[src/rtl/mem_stage.sv]
// Memory Access stage: issues loads/stores to a single-ported data memory over a
// req/ready handshake, stalls upstream while busy, traps misaligned/timed-out accesses.
module mem_stage #(
  parameter int TIMEOUT = 16
) (
  input  logic        clk,
  input  logic        reset,
  input  logic        enable,
  input  logic [31:0] pc_in_exmem,
  input  logic [31:0] alu_result_in_exmem,
  input  logic [31:0] store_data_in_exmem,
  input  logic [3:0]  Rd_in_exmem,
  input  logic [4:0]  opcode_in_exmem,
  input  logic        reg_write_en_in_exmem,
  input  logic        mem_to_reg_in_exmem,
  input  logic        mem_read_in_exmem,
  input  logic        mem_write_in_exmem,
  output logic        dmem_req,
  output logic        dmem_we,
  output logic [31:0] dmem_addr,
  output logic [31:0] dmem_wdata,
  input  logic        dmem_ready,
  input  logic [31:0] dmem_rdata,
  output logic        stall_out,
  output logic [31:0] pc_out_memwb,
  output logic [31:0] alu_result_out_memwb,
  output logic [31:0] mem_read_data_out_memwb,
  output logic [3:0]  Rd_out_memwb,
  output logic [4:0]  opcode_out_memwb,
  output logic        reg_write_en_out_memwb,
  output logic        mem_to_reg_out_memwb,
  output logic        fault,
  output logic [31:0] fault_pc
);

  localparam int CNT_W = ($clog2(TIMEOUT) > 5) ? $clog2(TIMEOUT) : 5;
  localparam logic [CNT_W-1:0] CNT_LAST = CNT_W'(TIMEOUT - 1);

  typedef enum logic {IDLE, ACCESS} state_t;

  typedef struct packed {
    logic [31:0] pc;
    logic [31:0] alu;
    logic [31:0] mrd;
    logic [3:0]  rd;
    logic [4:0]  op;
    logic        rwe;
    logic        m2r;
  } memwb_t;

  function automatic memwb_t pack_memwb(input logic [31:0] pc, input logic [31:0] alu,
                                        input logic [31:0] mrd, input logic [3:0] rd,
                                        input logic [4:0] op, input logic rwe,
                                        input logic m2r);
    memwb_t w;
    w.pc  = pc;
    w.alu = alu;
    w.mrd = mrd;
    w.rd  = rd;
    w.op  = op;
    w.rwe = rwe;
    w.m2r = m2r;
    return w;
  endfunction

  state_t           state;
  logic [CNT_W-1:0] cnt;
  memwb_t           memwb_p2;

  // Instruction held while the access is outstanding
  logic [31:0] pc_p1;
  logic [3:0]  rd_p1;
  logic [4:0]  op_p1;
  logic        rwe_p1;
  logic        m2r_p1;
  logic        load_p1;

  logic mem_op, misaligned, launch, access_wait;

  assign mem_op      = mem_read_in_exmem | mem_write_in_exmem;
  assign misaligned  = mem_op & (alu_result_in_exmem[1:0] != 2'b00);
  assign launch      = (state == IDLE) & enable & mem_op & ~misaligned;
  assign access_wait = (state == ACCESS) & ~dmem_ready & (cnt != CNT_LAST);
  assign stall_out   = launch | access_wait;

  assign pc_out_memwb            = memwb_p2.pc;
  assign alu_result_out_memwb    = memwb_p2.alu;
  assign mem_read_data_out_memwb = memwb_p2.mrd;
  assign Rd_out_memwb            = memwb_p2.rd;
  assign opcode_out_memwb        = memwb_p2.op;
  assign reg_write_en_out_memwb  = memwb_p2.rwe;
  assign mem_to_reg_out_memwb    = memwb_p2.m2r;

  always_ff @(posedge clk or posedge reset) begin
    if (reset) begin
      state      <= IDLE;
      cnt        <= '0;
      memwb_p2   <= '0;
      pc_p1      <= '0;
      rd_p1      <= '0;
      op_p1      <= '0;
      rwe_p1     <= 1'b0;
      m2r_p1     <= 1'b0;
      load_p1    <= 1'b0;
      dmem_req   <= 1'b0;
      dmem_we    <= 1'b0;
      dmem_addr  <= '0;
      dmem_wdata <= '0;
      fault      <= 1'b0;
      fault_pc   <= '0;
    end else begin
      case (state)
        IDLE: begin
          if (enable) begin
            if (!mem_op || misaligned) begin
              memwb_p2 <= pack_memwb(pc_in_exmem, alu_result_in_exmem, 32'h0, Rd_in_exmem,
                                     opcode_in_exmem, reg_write_en_in_exmem & ~misaligned,
                                     mem_to_reg_in_exmem);
              if (misaligned) begin
                fault <= 1'b1;
                if (!fault) fault_pc <= pc_in_exmem;
              end
            end else begin
              // Both read and write set is treated as a load
              dmem_req   <= 1'b1;
              dmem_we    <= mem_write_in_exmem & ~mem_read_in_exmem;
              dmem_addr  <= alu_result_in_exmem;
              dmem_wdata <= store_data_in_exmem;
              cnt        <= '0;
              pc_p1      <= pc_in_exmem;
              rd_p1      <= Rd_in_exmem;
              op_p1      <= opcode_in_exmem;
              rwe_p1     <= reg_write_en_in_exmem;
              m2r_p1     <= mem_to_reg_in_exmem;
              load_p1    <= mem_read_in_exmem;
              memwb_p2   <= '0;
              state      <= ACCESS;
            end
          end
        end
        ACCESS: begin
          if (dmem_ready) begin
            memwb_p2 <= pack_memwb(pc_p1, dmem_addr, load_p1 ? dmem_rdata : 32'h0, rd_p1,
                                   op_p1, rwe_p1, m2r_p1);
            dmem_req <= 1'b0;
            state    <= IDLE;
          end else if (cnt == CNT_LAST) begin
            memwb_p2 <= pack_memwb(pc_p1, dmem_addr, 32'h0, rd_p1, op_p1, 1'b0, m2r_p1);
            fault    <= 1'b1;
            if (!fault) fault_pc <= pc_p1;
            dmem_req <= 1'b0;
            state    <= IDLE;
          end else begin
            cnt      <= cnt + 1'b1;
            memwb_p2 <= '0;
          end
        end
        default: state <= IDLE;
      endcase
    end
  end

endmodule

[config.mk]
export PLATFORM = sky130hd
export DESIGN_NAME = mem_stage
export DESIGN_NICKNAME = d
export VERILOG_FILES = /design/src/rtl/mem_stage.sv
export SDC_FILE = /design/constraint.sdc
export NUM_CORES = 1
export LEC_CHECK = 0
export BUFFER_PORTS_ARGS = -buffer_cell sky130_fd_sc_hd__buf_2
export CAP_MARGIN = 20
export CORE_UTILIZATION = 53
export CTS_BUF_LIST = sky130_fd_sc_hd__clkbuf_4 sky130_fd_sc_hd__clkbuf_8
export DETAILED_ROUTE_END_ITERATION = 8
export GPL_TIMING_DRIVEN = 0
export PLACE_DENSITY = 0.89
export SETUP_SLACK_MARGIN = 0.02
export SLEW_MARGIN = 20
export SYNTH_ARGS = -nofsm -noshare
export SYNTH_HDL_FRONTEND = slang
export SYNTH_SLANG_ARGS = --single-unit
[constraint.sdc]
create_clock -name clk -period 10.4 [get_ports clk]
set_input_delay 1.04 -clock clk [delete_from_list [all_inputs] [get_ports clk]]
set_output_delay 1.04 -clock clk [all_outputs]
set_load 0.05 [all_outputs]
Word-level counts from Yosys, hierarchy flattened

Cells that the tools add are included.

Add/subtract/negate cells: 1
Mux-type cells: 35
Reductions and logical operators: 8
Equal/unequal tests: 12
Bitwise gates (word level): 15

Operators with widths:

| operator                                      | count |
|---|---|
| two-way mux 107 bit                           | 4 |
| two-way mux 32 bit                            | 8 |
| one-hot mux 107 bit (2 select lines)          | 1 |
| one-hot mux 32 bit (2 select lines)           | 1 |
| two-way mux 5 bit                             | 4 |
| != test 2 bit, second input constant          | 7 |
| two-way mux 1 bit                             | 13 |
| one-hot mux 5 bit (2 select lines)            | 1 |
| bitwise AND 1 bit                             | 8 |
| AND reduction 7 bit                           | 1 |
| one-hot mux 1 bit (2 select lines)            | 3 |
| AND reduction 3 bit                           | 2 |
| adder 5 x 1 -> 5 bit, second input constant   | 1 |
| == test 5 x 4 -> 1 bit, second input constant | 1 |
| != test 5 x 4 -> 1 bit, second input constant | 1 |
| NOT 1 bit                                     | 5 |
| AND reduction 5 bit                           | 1 |
| != test 2 x 1 -> 1 bit, second input constant | 2 |
| AND reduction 4 bit                           | 1 |
| != test 3 x 2 -> 1 bit, second input constant | 1 |
| bitwise OR 1 bit                              | 2 |
| nonzero test 2 bit                            | 1 |
| logical NOT 1 bit                             | 1 |
| logical OR 1 bit                              | 1 |

Input bits: 145
Register bits after elaboration: 256

Logic depth before layout (Yosys ltp)

Gate-level depths: netlist (run 1).

Depth in word-level cells: 7
Gate-level depth with buffers: 8

Worst setup path after synthesis (run 1)

No wires, ideal clock.

Path kind: in2out
Start point: input port alu_result_in_exmem[0]
End point: output port stall_out
Arrival: 2,665 ps
Setup slack: 6,695 ps
Cell stages on the path: 2
Cells stage by stage: or2_1 > o31ai_1

Longest elaborated chain between the ends: 5

Ends and longest elaborated chain:

| item               | RTL line | source |
|---|---|---|
| start: declaration | 10       | `input logic [31:0] alu_result_in_exmem,` |
| nonzero test 2 bit | 81       | `assign misaligned = mem_op & (alu_result_in_exmem[1:0] != 2'b00);` |
| bitwise AND 1 bit  | 81       |  |
| NOT 1 bit          | 82       | `assign launch = (state == IDLE) & enable & mem_op & ~misaligned;` |
| bitwise AND 1 bit  | 82       |  |
| bitwise OR 1 bit   | 84       | `assign stall_out = launch \| access_wait;` |
| end: declaration   | 24       | `output logic stall_out,` |

Every way passes these cells.

Worst setup path in the final report (run 1)

Start point: register cnt[0]
End point: output port stall_out

Longest elaborated chain between the ends: 3

Ends and longest elaborated chain:

| item                     | RTL line | source |
|---|---|---|
| start: declaration       | 67       | `logic [CNT_W-1:0] cnt;` |
| start signal: assignment | 154      | `cnt <= cnt + 1'b1;` |
| != test 5 x 4 -> 1 bit   | 83       | `assign access_wait = (state == ACCESS) & ~dmem_ready & (cnt != CNT_LAST);` |
| bitwise AND 1 bit        | 83       |  |
| bitwise OR 1 bit         | 84       |  |

Every way passes these cells.

==> results.py, run 1 <==
metrics = {
    "status": {
        "status": "complete, no violations",
    },
    "clock_tree": {
        "cts_max_level": 2,
        "cts_tree": "yes",
        "cts_setup_buffers": 0,
        "clkTransAtPathRegs_ps": 60,
        "numCtsBuffers": 44,
        "cts_root_buf": "clkbuf_8",
        "cts_buffer_depth": 3,
        "clk_latency_ps": 530,
        "cts_sinks": 256,
        "ctsResizeCount": 0,
        "hold_buffers": 0,
    },
    "timing": {
        "final-hold-violation-count": 0,
        "slew_violations": 0,
        "worst_slew_pin_slew_ps": 718,
        "rsz0062_at_grt": "no",
        "whs_ps": 481,
        "layout_min_cycle_time_ps": 3630,
        "finalSetupViolCount": 0,
        "max_slew_margin": 0.522,
        "finClkSkew_ps": 12.0,
        "fin_tns_setup_ps": 0,
        "clock.fmax_mhz": 275,
        "fin_crit_sh": 0.349,
    },
    "logic_synthesis": {
        "yosysMostFrequentCell": "dfrtp_1",
        "ys_seq_area_frac": 0.591,
        "syn_area_per_cell_um2": 12.4,
        "ys_async_sr_fraction": 1.00,
        "synth.top_cell.area_share": 0.591,
        "ys_top_cells_by_count": "256 x dfrtp_1, 165 x mux2_2, 146 x a21oi_1",
        "synth_cells": 875,
        "syn-cell-area_um2": 10800,
        "synthTopCellsByArea": "dfrtp_1 59%, mux2_2 17%, a21oi_1 6.7%",
        "synth_edf_count": 0,
        "synth_cell_types": 36,
        "syn_nets": 1022,
        "yosys_warnings": 0,
        "ys_ff_latch": 256,
        "ys.flop_type": "dfrtp_1",
        "synth_top_cell_by_area": "dfrtp_1",
    },
    "global_route": {
        "grt_pass1_wl_um": 49600,
        "grt_overflow": 0,
        "busiest_layer": "met2",
        "grt_use_total": 0.297,
        "grtUsageMet2": 0.503,
        "grt_pass1_vias": 9231,
        "use_met1": 0.367,
        "grt_max_degree": 108,
        "grtUsageMet3": 0.0723,
        "antenna_found_initial": 0,
    },
    "placed_design": {
        "gp_congestion": 0.818,
        "dpl_cell_area_um2": 13000,
        "hpwl_um": 21400,
        "io_buffers": 351,
    },
    "worst_hold_path": {
        "hp-class": "reg -> reg",
        "holdPathStages": 1,
        "worstHoldStart": "fault_pc[28]",
        "hold_path_end": "fault_pc[28]",
    },
    "worst_setup_path": {
        "rrSetupSlack_ps": 8080,
        "r2r-end": "alu_result_out_memwb[19]",
        "arrival_ps": 2590,
        "crit_required_ps": 9360,
        "critPathCaptureType": "output pin",
        "ff2ff_path_depth": 8,
        "cp-start-kind": "register",
        "critical_path.max_fanout": 9,
        "critPathKind": "reg -> out",
        "rr_startpoint": "cnt[0]",
    },
    "routing": {
        "dr.pass1.iters": 5,
        "totalWireLength_um": 30800,
        "drc": 0,
        "num_vias": 8915,
        "antenna_left": 0,
        "viasPerCell": 5.68,
        "drtIter0Drc": 453,
        "wire_per_inst_um": 19.6,
    },
    "pwr": {
        "switchingPower_uw": 1260,
        "swShare": 0.382,
        "peakVddDrop_mv": 0.159,
        "cellInternalPower_uw": 2040,
        "leakage_uw": 0.00668,
        "p_per_area_nw_per_um2": 237,
        "p_seq_frac": 0.393,
        "p_comb_frac": 0.315,
        "p_clk_frac": 0.292,
    },
    "die": {
        "boundaryPins": 352,
        "die_h_um": 145,
        "dieArea_um2": 21000,
        "fp.coreArea_um2": 19800,
        "die_x_um": 145,
        "rows": 51,
        "initial_utilization": 0.548,
    },
    "finish": {
        "diodes": 0,
        "syn2layout_area_growth_pct": 28.6,
        "postLayoutCoreUtil": 0.705,
        "final_layout_size_suffix_gt1_frac": 0.484,
        "fillCellCount": 1369,
        "final_nets": 1421,
        "design_area_um2": 13900,
    },
    "job": {
        "maxCapViolCount": 0,
    },
}
## layer usage
layer / wire (µm) / up-vias / share of wire
met5: 0 / - / 0
met4: 937 / 0 / 0.030
met3: 2380 / 73 / 0.077
met2: 15500 / 416 / 0.50
met1: 12100 / 4447 / 0.39
li1: - / 3979 / -
## sequential cells by signal, summed over array words and instances, names as in the netlist
signal,count
alu_result_out_memwb,32
dmem_addr,32
dmem_wdata,32
fault_pc,32
mem_read_data_out_memwb,32
pc_out_memwb,32
pc_p1,32
cnt,5
op_p1,5
opcode_out_memwb,5
Rd_out_memwb,4
rd_p1,4
dmem_req,1
dmem_we,1
fault,1
load_p1,1
m2r_p1,1
mem_to_reg_out_memwb,1
reg_write_en_out_memwb,1
rwe_p1,1
state,1
## layout make-up
cell class	count	area, µm²	share of cell area
plain buffers	75	345	0.0248
inverters	7	33.8	0.00242
repair buffers	353	1810	0.130
multi-input cells	537	4060	0.291
clock inverters	5	50.0	0.00359
well taps	265	332	0.0238
clock buffers	72	903	0.0648
flip-flops and latches	256	6410	0.459
## stage by stage
| stage | power [µW] | setup WS (ps) | instances |
|---|---|---|---|
| after global placement | 2320 | -400 | 1491 |
| after global routing | 3440 | 6630 | 1570 |
| after CTS | 3320 | 6740 | 1570 |
| after detailed placement | 2350 | 7090 | 1493 |
| after floorplan | 2060 | 2320 | 875 |
| final | 3300 | 6770 | 1570 |
## layout by cell type (no fill, tap or decap), drive strengths merged, types with 4 or more instances in the layout
cell type	instances
buf	395
clkbuf	105
nor2	79
dfrtp	256
clkinv	4
o211ai	72
a22o	32
a21oi	146
mux2	170
inv	7
## worst max-delay path, stage by stage, from the launching register on
cell	delay (ps)
dfrtp_1	400
ha_1	210
and3_1	180
ha_1	230
or3b_1	350
clkbuf_2	170
o31ai_1	150
buf_2	370
## cell families after synthesis
logic type	count (synthesis)	synth area share
flip-flops	256	0.591
adder cells (fa/ha/maj)	2	0.00231
multiplexers	173	0.179
AND/OR/NAND/NOR	98	0.0391
buffers and inverters	82	0.0343
AO/OA/AOI/OAI	264	0.154
## power groups by stage
stage	clock network (µW)	registers, µW	logic, µW
3_5_place_dp	0	1310	1040
3_3_place_gp	0	1300	1020
2_1_floorplan	0	1800	265
5_1_grt	1030	1320	1090
6_report	964	1300	1040
4_1_cts	981	1290	1040
## how the worst max path moves through the flow
stage | from | to | slack, ps | cells past startpoint
after floorplan | reset | Rd_out_memwb[0] | 2320 | 1
after global placement | reset | alu_result_out_memwb[13] | -400 | 2
after detailed placement | alu_result_in_exmem[0] | stall_out | 7090 | 4
after CTS | cnt[0] | stall_out | 6740 | 7
after global routing | cnt[0] | stall_out | 6630 | 7
final | cnt[0] | stall_out | 6770 | 7
No activity file was read; power rests on OpenSTA's default activity.
==> run 2, diff against run 1 <==
--- a/config.mk
+++ b/config.mk
@@ -7,11 +7,11 @@
 export LEC_CHECK = 0
 export BUFFER_PORTS_ARGS = -buffer_cell sky130_fd_sc_hd__buf_2
 export CAP_MARGIN = 20
-export CORE_UTILIZATION = 53
+export CORE_UTILIZATION = 48
 export CTS_BUF_LIST = sky130_fd_sc_hd__clkbuf_4 sky130_fd_sc_hd__clkbuf_8
 export DETAILED_ROUTE_END_ITERATION = 8
 export GPL_TIMING_DRIVEN = 0
-export PLACE_DENSITY = 0.89
+export PLACE_DENSITY = 0.85
 export SETUP_SLACK_MARGIN = 0.02
 export SLEW_MARGIN = 20
 export SYNTH_ARGS = -nofsm -noshare
==> constraint.sdc (replaced) <==
create_clock -name clk -period 3 [get_ports clk]
set_input_delay 0.3 -clock clk [delete_from_list [all_inputs] [get_ports clk]]
set_output_delay 0.3 -clock clk [all_outputs]
set_load 0.05 [all_outputs]
==> run 2 against run 1 <==
Effect of this change: total power increased to 3.5 times the previous value; register-to-register slack worse by 7400 ps; largest cell class unchanged; via count grew 7.8%; core utilization down 1.2 points; design area increased by 9.1%; wire length is 13% higher; sequential power increased to 3.5 times the previous value; the run now ends with DRC left; critical path depth stayed put; clock skew grew 16 ps; critical endpoint unchanged.
==> results.py, run 2 (same netlist as run 1, synthesis figures left out) <==
metrics = {
    "clock_tree": {
        "cts_root_buf": "clkbuf_8",
        "numCtsBuffers": 44,
        "clk_latency_ps": 550,
        "cts_sinks": 256,
        "cts_tree": "yes",
        "cts_setup_buffers": 0,
        "cts_buffer_depth": 3,
        "cts_max_level": 2,
        "clkTransAtPathRegs_ps": 60,
    },
    "pwr": {
        "p_per_area_nw_per_um2": 768,
        "leakage_uw": 0.00720,
        "peakVddDrop_mv": 0.598,
    },
    "timing": {
        "fin_crit_sh": 0.948,
        "final-hold-violation-count": 0,
        "layout_min_cycle_time_ps": 2840,
        "finClkSkew_ps": 27.7,
        "max_slew_margin": 0.501,
        "layout_setup_ws_ps": 157,
        "rsz0062_at_grt": "no",
        "finalSetupViolCount": 0,
        "fin_tns_setup_ps": 0,
        "clock.fmax_mhz": 352,
        "worst_slew_pin_slew_ps": 747,
        "slew_violations": 0,
    },
    "finish": {
        "final_nets": 1541,
        "syn2layout_area_growth_pct": 40.4,
        "layout_commonest_cell": "buf_2",
        "final_cell_mix": "367 x buf_2, 256 x dfrtp_1, 165 x mux2_2",
        "postLayoutCoreUtil": 0.693,
        "layout.cells.non_filler": 1706,
        "final_layout_size_suffix_gt1_frac": 0.447,
    },
    "worst_hold_path": {
        "worstHoldStart": "alu_result_in_exmem[8]",
        "holdPathStages": 2,
        "hp-class": "in -> reg",
        "hold_path_end": "dmem_addr[8]",
    },
    "placed_design": {
        "io_buffers": 351,
        "hpwl_um": 22500,
        "post-place-ws_ps": 653,
        "gp_congestion": 0.817,
        "dp.cells": 1514,
    },
    "die": {
        "boundaryPins": 352,
        "die_x_um": 152,
        "initial_utilization": 0.494,
        "rows": 54,
        "dieArea_um2": 23200,
        "fp.coreArea_um2": 22000,
        "die_h_um": 152,
    },
    "routing": {
        "viasPerCell": 5.63,
        "wl_met1_um": 13600,
        "dr.pass1.iters": 7,
        "wire_per_inst_um": 20.5,
        "antenna_left": 0,
        "wl_met2_um": 17300,
        "met3_wirelength_um": 2640,
        "totalWireLength_um": 35000,
        "drtIter0Drc": 580,
        "num_vias": 9613,
        "routed.top_layer": "met4",
        "drc": 24,
    },
    "global_route": {
        "grt_max_degree": 35,
        "grt_pass1_wl_um": 55300,
        "antenna_found_initial": 1,
        "grt_pass1_vias": 10200,
        "grt_overflow": 0,
        "grt_use_total": 0.302,
    },
    "worst_setup_path": {
        "crit_required_ps": 2700,
        "critical_path.max_fanout": 9,
        "arrival_ps": 2540,
        "r2r-end": "dmem_wdata[0]",
        "critPathKind": "reg -> out",
        "rr_startpoint": "state",
        "cp-start-kind": "register",
        "ff2ff_path_depth": 5,
        "rrSetupSlack_ps": 710,
        "critPathCaptureType": "output pin",
    },
    "status": {
        "status": "finished, violations left",
        "violations": "DRC",
    },
    "job": {
        "maxCapViolCount": 0,
    },
}
run 2: cell types whose count changed in the layout (fill, tap and decap cells not counted), sizes merged:
cell,before,now
dlygate4sd3,0,114
buf,395,401
clkinv,4,1
clkinvlp,0,3
clkbuf,105,106
diode,0,1
inv,7,6
run 2: what timing repair did:
action / in CTS / in global routing
setup endpoints to repair: 0 / 1
resized for setup: 0 / 2
hold buffers: 114 / 0
endpoints found under the hold margin: 143 / 0
run 2: cell type report:
cell class,count,area [µm²]
timing repair buffer,473,3070
clock buffer,73,905
sequential,256,6410
multi-input combinational,537,4060
fill,1534,6740
buffer,75,345
clock inverter,4,50.0
inverter,7,30.0
tap,280,350
antenna,1,2.50
run 2: worst max path at each step:
stage | start | end | slack (ps) | cells past startpoint
after global placement | reset | fault_pc[11] | -2190 | 2
final | cnt[0] | stall_out | 160 | 7
after CTS | cnt[0] | stall_out | 60 | 7
after global routing | cnt[0] | stall_out | 30 | 7
after detailed placement | cnt[0] | stall_out | 650 | 7
after floorplan | reset | Rd_out_memwb[0] | -670 | 1
run 2: report_power, final:
group          internal [µW]  switching (µW)  leakage, µW
clock                   1980            1400     0.000502
sequential              4100             416      0.00313
combinational           1100            2690      0.00356
total                   7180            4510      0.00720
run 2: stage by stage:
step	cell area, µm²	total power (µW)	hold WS (ps)
4_1_cts	15200	11700	0.791
5_1_grt	15200	12100	9.38
2_1_floorplan	10800	7150	393
3_3_place_gp	12900	8050	465
6_report	15200	11700	31.4
3_5_place_dp	13100	8180	467
run 2: worst max-delay path, cell delays in order, from the launching register on:
cell and delay [ps]:
dfrtp_1 400, ha_1 220, and3_1 190, ha_1 220
or3b_1 350, clkbuf_2 170, o31ai_1 160, buf_4 300
run 2: layer usage:
metal | GRT usage | vias to the layer above
li1 | - | 4229
met1 | 0.365 | 4781
met2 | 0.514 | 493
met3 | 0.0711 | 110
met4 | 0.139 | 0
met5 | 0 | -
==> run 3, diff against run 2 <==
--- a/config.mk
+++ b/config.mk
@@ -7,11 +7,11 @@
 export LEC_CHECK = 0
 export BUFFER_PORTS_ARGS = -buffer_cell sky130_fd_sc_hd__buf_2
 export CAP_MARGIN = 20
-export CORE_UTILIZATION = 48
+export CORE_UTILIZATION = 40
 export CTS_BUF_LIST = sky130_fd_sc_hd__clkbuf_4 sky130_fd_sc_hd__clkbuf_8
 export DETAILED_ROUTE_END_ITERATION = 8
 export GPL_TIMING_DRIVEN = 0
-export PLACE_DENSITY = 0.85
+export PLACE_DENSITY = 0.74
 export SETUP_SLACK_MARGIN = 0.02
 export SLEW_MARGIN = 20
 export SYNTH_ARGS = -nofsm -noshare
==> run 3 against run 2 <==
Effect of this change: the flow still finishes with violations (DRC); total power grew 0.87%; worst hold slack gained 2.7 ps; die area grew 20%; largest power group unchanged.
==> results.py, run 3 (same netlist as run 1, synthesis figures left out) <==
metrics = {
    "finish": {
        "design_area_um2": 15400,
        "syn2layout_area_growth_pct": 41.7,
        "final_layout_size_suffix_gt1_frac": 0.447,
        "layout.cells.non_filler": 1767,
        "layout_commonest_cell": "buf_2",
        "diodes": 0,
        "final_cell_mix": "367 x buf_2, 256 x dfrtp_1, 165 x mux2_2",
        "final_nets": 1546,
    },
    "worst_hold_path": {
        "hold_path_end": "pc_p1[22]",
        "worstHoldStart": "pc_in_exmem[22]",
        "hp-class": "in -> reg",
        "holdPathStages": 2,
    },
    "routing": {
        "drtIter0Drc": 554,
        "wire_per_inst_um": 19.9,
        "viasPerCell": 5.33,
        "antenna_left": 0,
        "drc": 25,
        "dr.pass1.iters": 9,
        "num_vias": 9424,
        "totalWireLength_um": 35100,
    },
    "placed_design": {
        "io_buffers": 351,
        "hpwl_um": 23400,
        "gp_congestion": 0.827,
        "dp.cells": 1569,
        "dpl_cell_area_um2": 13200,
    },
    "worst_setup_path": {
        "critPathCaptureType": "output pin",
        "rrSetupSlack_ps": 630,
        "ff2ff_path_depth": 8,
        "r2r-end": "alu_result_out_memwb[5]",
        "cp-start-kind": "register",
        "rr_startpoint": "cnt[0]",
        "crit_required_ps": 2700,
        "critical_path.max_fanout": 9,
        "critPathKind": "reg -> out",
        "arrival_ps": 2470,
    },
    "die": {
        "initial_utilization": 0.411,
        "boundaryPins": 352,
        "dieArea_um2": 27800,
        "die_x_um": 167,
        "die_h_um": 167,
        "rows": 59,
        "fp.coreArea_um2": 26400,
    },
    "timing": {
        "max_slew_margin": 0.485,
        "final-hold-violation-count": 0,
        "fin_crit_sh": 0.924,
        "finalSetupViolCount": 0,
        "layout_min_cycle_time_ps": 2770,
        "slew_violations": 0,
        "finClkSkew_ps": 17.3,
        "clock.fmax_mhz": 361,
        "rsz0062_at_grt": "no",
        "worst_slew_pin_slew_ps": 773,
    },
    "status": {
        "status": "finished, violations left",
        "violations": "DRC",
    },
    "clock_tree": {
        "numCtsBuffers": 44,
        "clkTransAtPathRegs_ps": 60,
        "cts_setup_buffers": 0,
        "cts_tree": "yes",
        "cts_sinks": 256,
        "clk_latency_ps": 540,
        "cts_max_level": 2,
        "cts_root_buf": "clkbuf_8",
        "cts_buffer_depth": 3,
    },
    "pwr": {
        "leakage_uw": 0.00723,
        "peakVddDrop_mv": 0.626,
        "p_per_area_nw_per_um2": 767,
        "finalPower_uw": 11800,
    },
    "global_route": {
        "antenna_found_initial": 2,
        "grt_max_degree": 34,
        "grt_pass1_wl_um": 55500,
        "grt_overflow": 0,
        "grt_pass1_vias": 9949,
        "grt_use_total": 0.251,
    },
    "job": {
        "maxCapViolCount": 0,
    },
}
==> run 3: cell type report <==
class                           count  area, µm²
Inverter                            7       30.0
Timing Repair Buffer              478       3110
Fill cell                        2151      11000
Buffer                             75        345
Multi-Input combinational cell    537       4070
Clock buffer                       70        857
Sequential cell                   256       6410
Tap cell                          335        419
Clock inverter                      9        125
==> run 3: through the flow <==
step,util,setup TNS (ps),hold slack [ps],setup slack (ps)
floorplan,-,-171940,393,-672
global placement,0.494,-585430,468,-2310
detailed placement,0.500,0,375,657
CTS,0.583,0,0.781,70.7
global route,0.583,0,11.9,76.1
finish,0.583,0,34.1,228
==> run 3: critical path, cell delays in order (launching register included) <==
cell      delay, ps
dfrtp_1         400
ha_1            220
and3_1          180
ha_1            220
or3b_1          350
clkbuf_2        180
o31ai_2         120
buf_4           270
==> run 3: layer usage <==
layer,vias to the layer above,part of all wire,wire length (µm),track usage
met5,-,0.00077,27,0
met1,4681,0.39,13800,0.305
li1,4227,-,-,-
met3,82,0.083,2920,0.0661
met4,4,0.032,1140,0.0938
met2,430,0.49,17300,0.428
==> run 3: power breakdown <==
group / total (µW) / switching [µW] / internal, µW
Combinational: 3780 / 2680 / 1100
Sequential: 4510 / 407 / 4100
Clock: 3500 / 1430 / 2070
Total: 11800 / 4520 / 7270
==> run 3: worst max path at each step <==
stage | from | to | slack (ps) | cells past startpoint
3_5_place_dp | cnt[0] | stall_out | 660 | 7
4_1_cts | cnt[0] | stall_out | 70 | 7
5_1_grt | cnt[0] | stall_out | 80 | 7
3_3_place_gp | reset | dmem_wdata[19] | -2310 | 2
2_1_floorplan | reset | Rd_out_memwb[0] | -670 | 1
6_report | cnt[0] | stall_out | 230 | 7
==> run 3: what timing repair did <==
| action | CTS | global route |
|---|---|---|
| endpoints found under the hold margin | 139 | 0 |
| endpoints found under the setup margin | 0 | 1 |
| gates resized for setup | 0 | 3 |
| hold buffers | 119 | 0 |
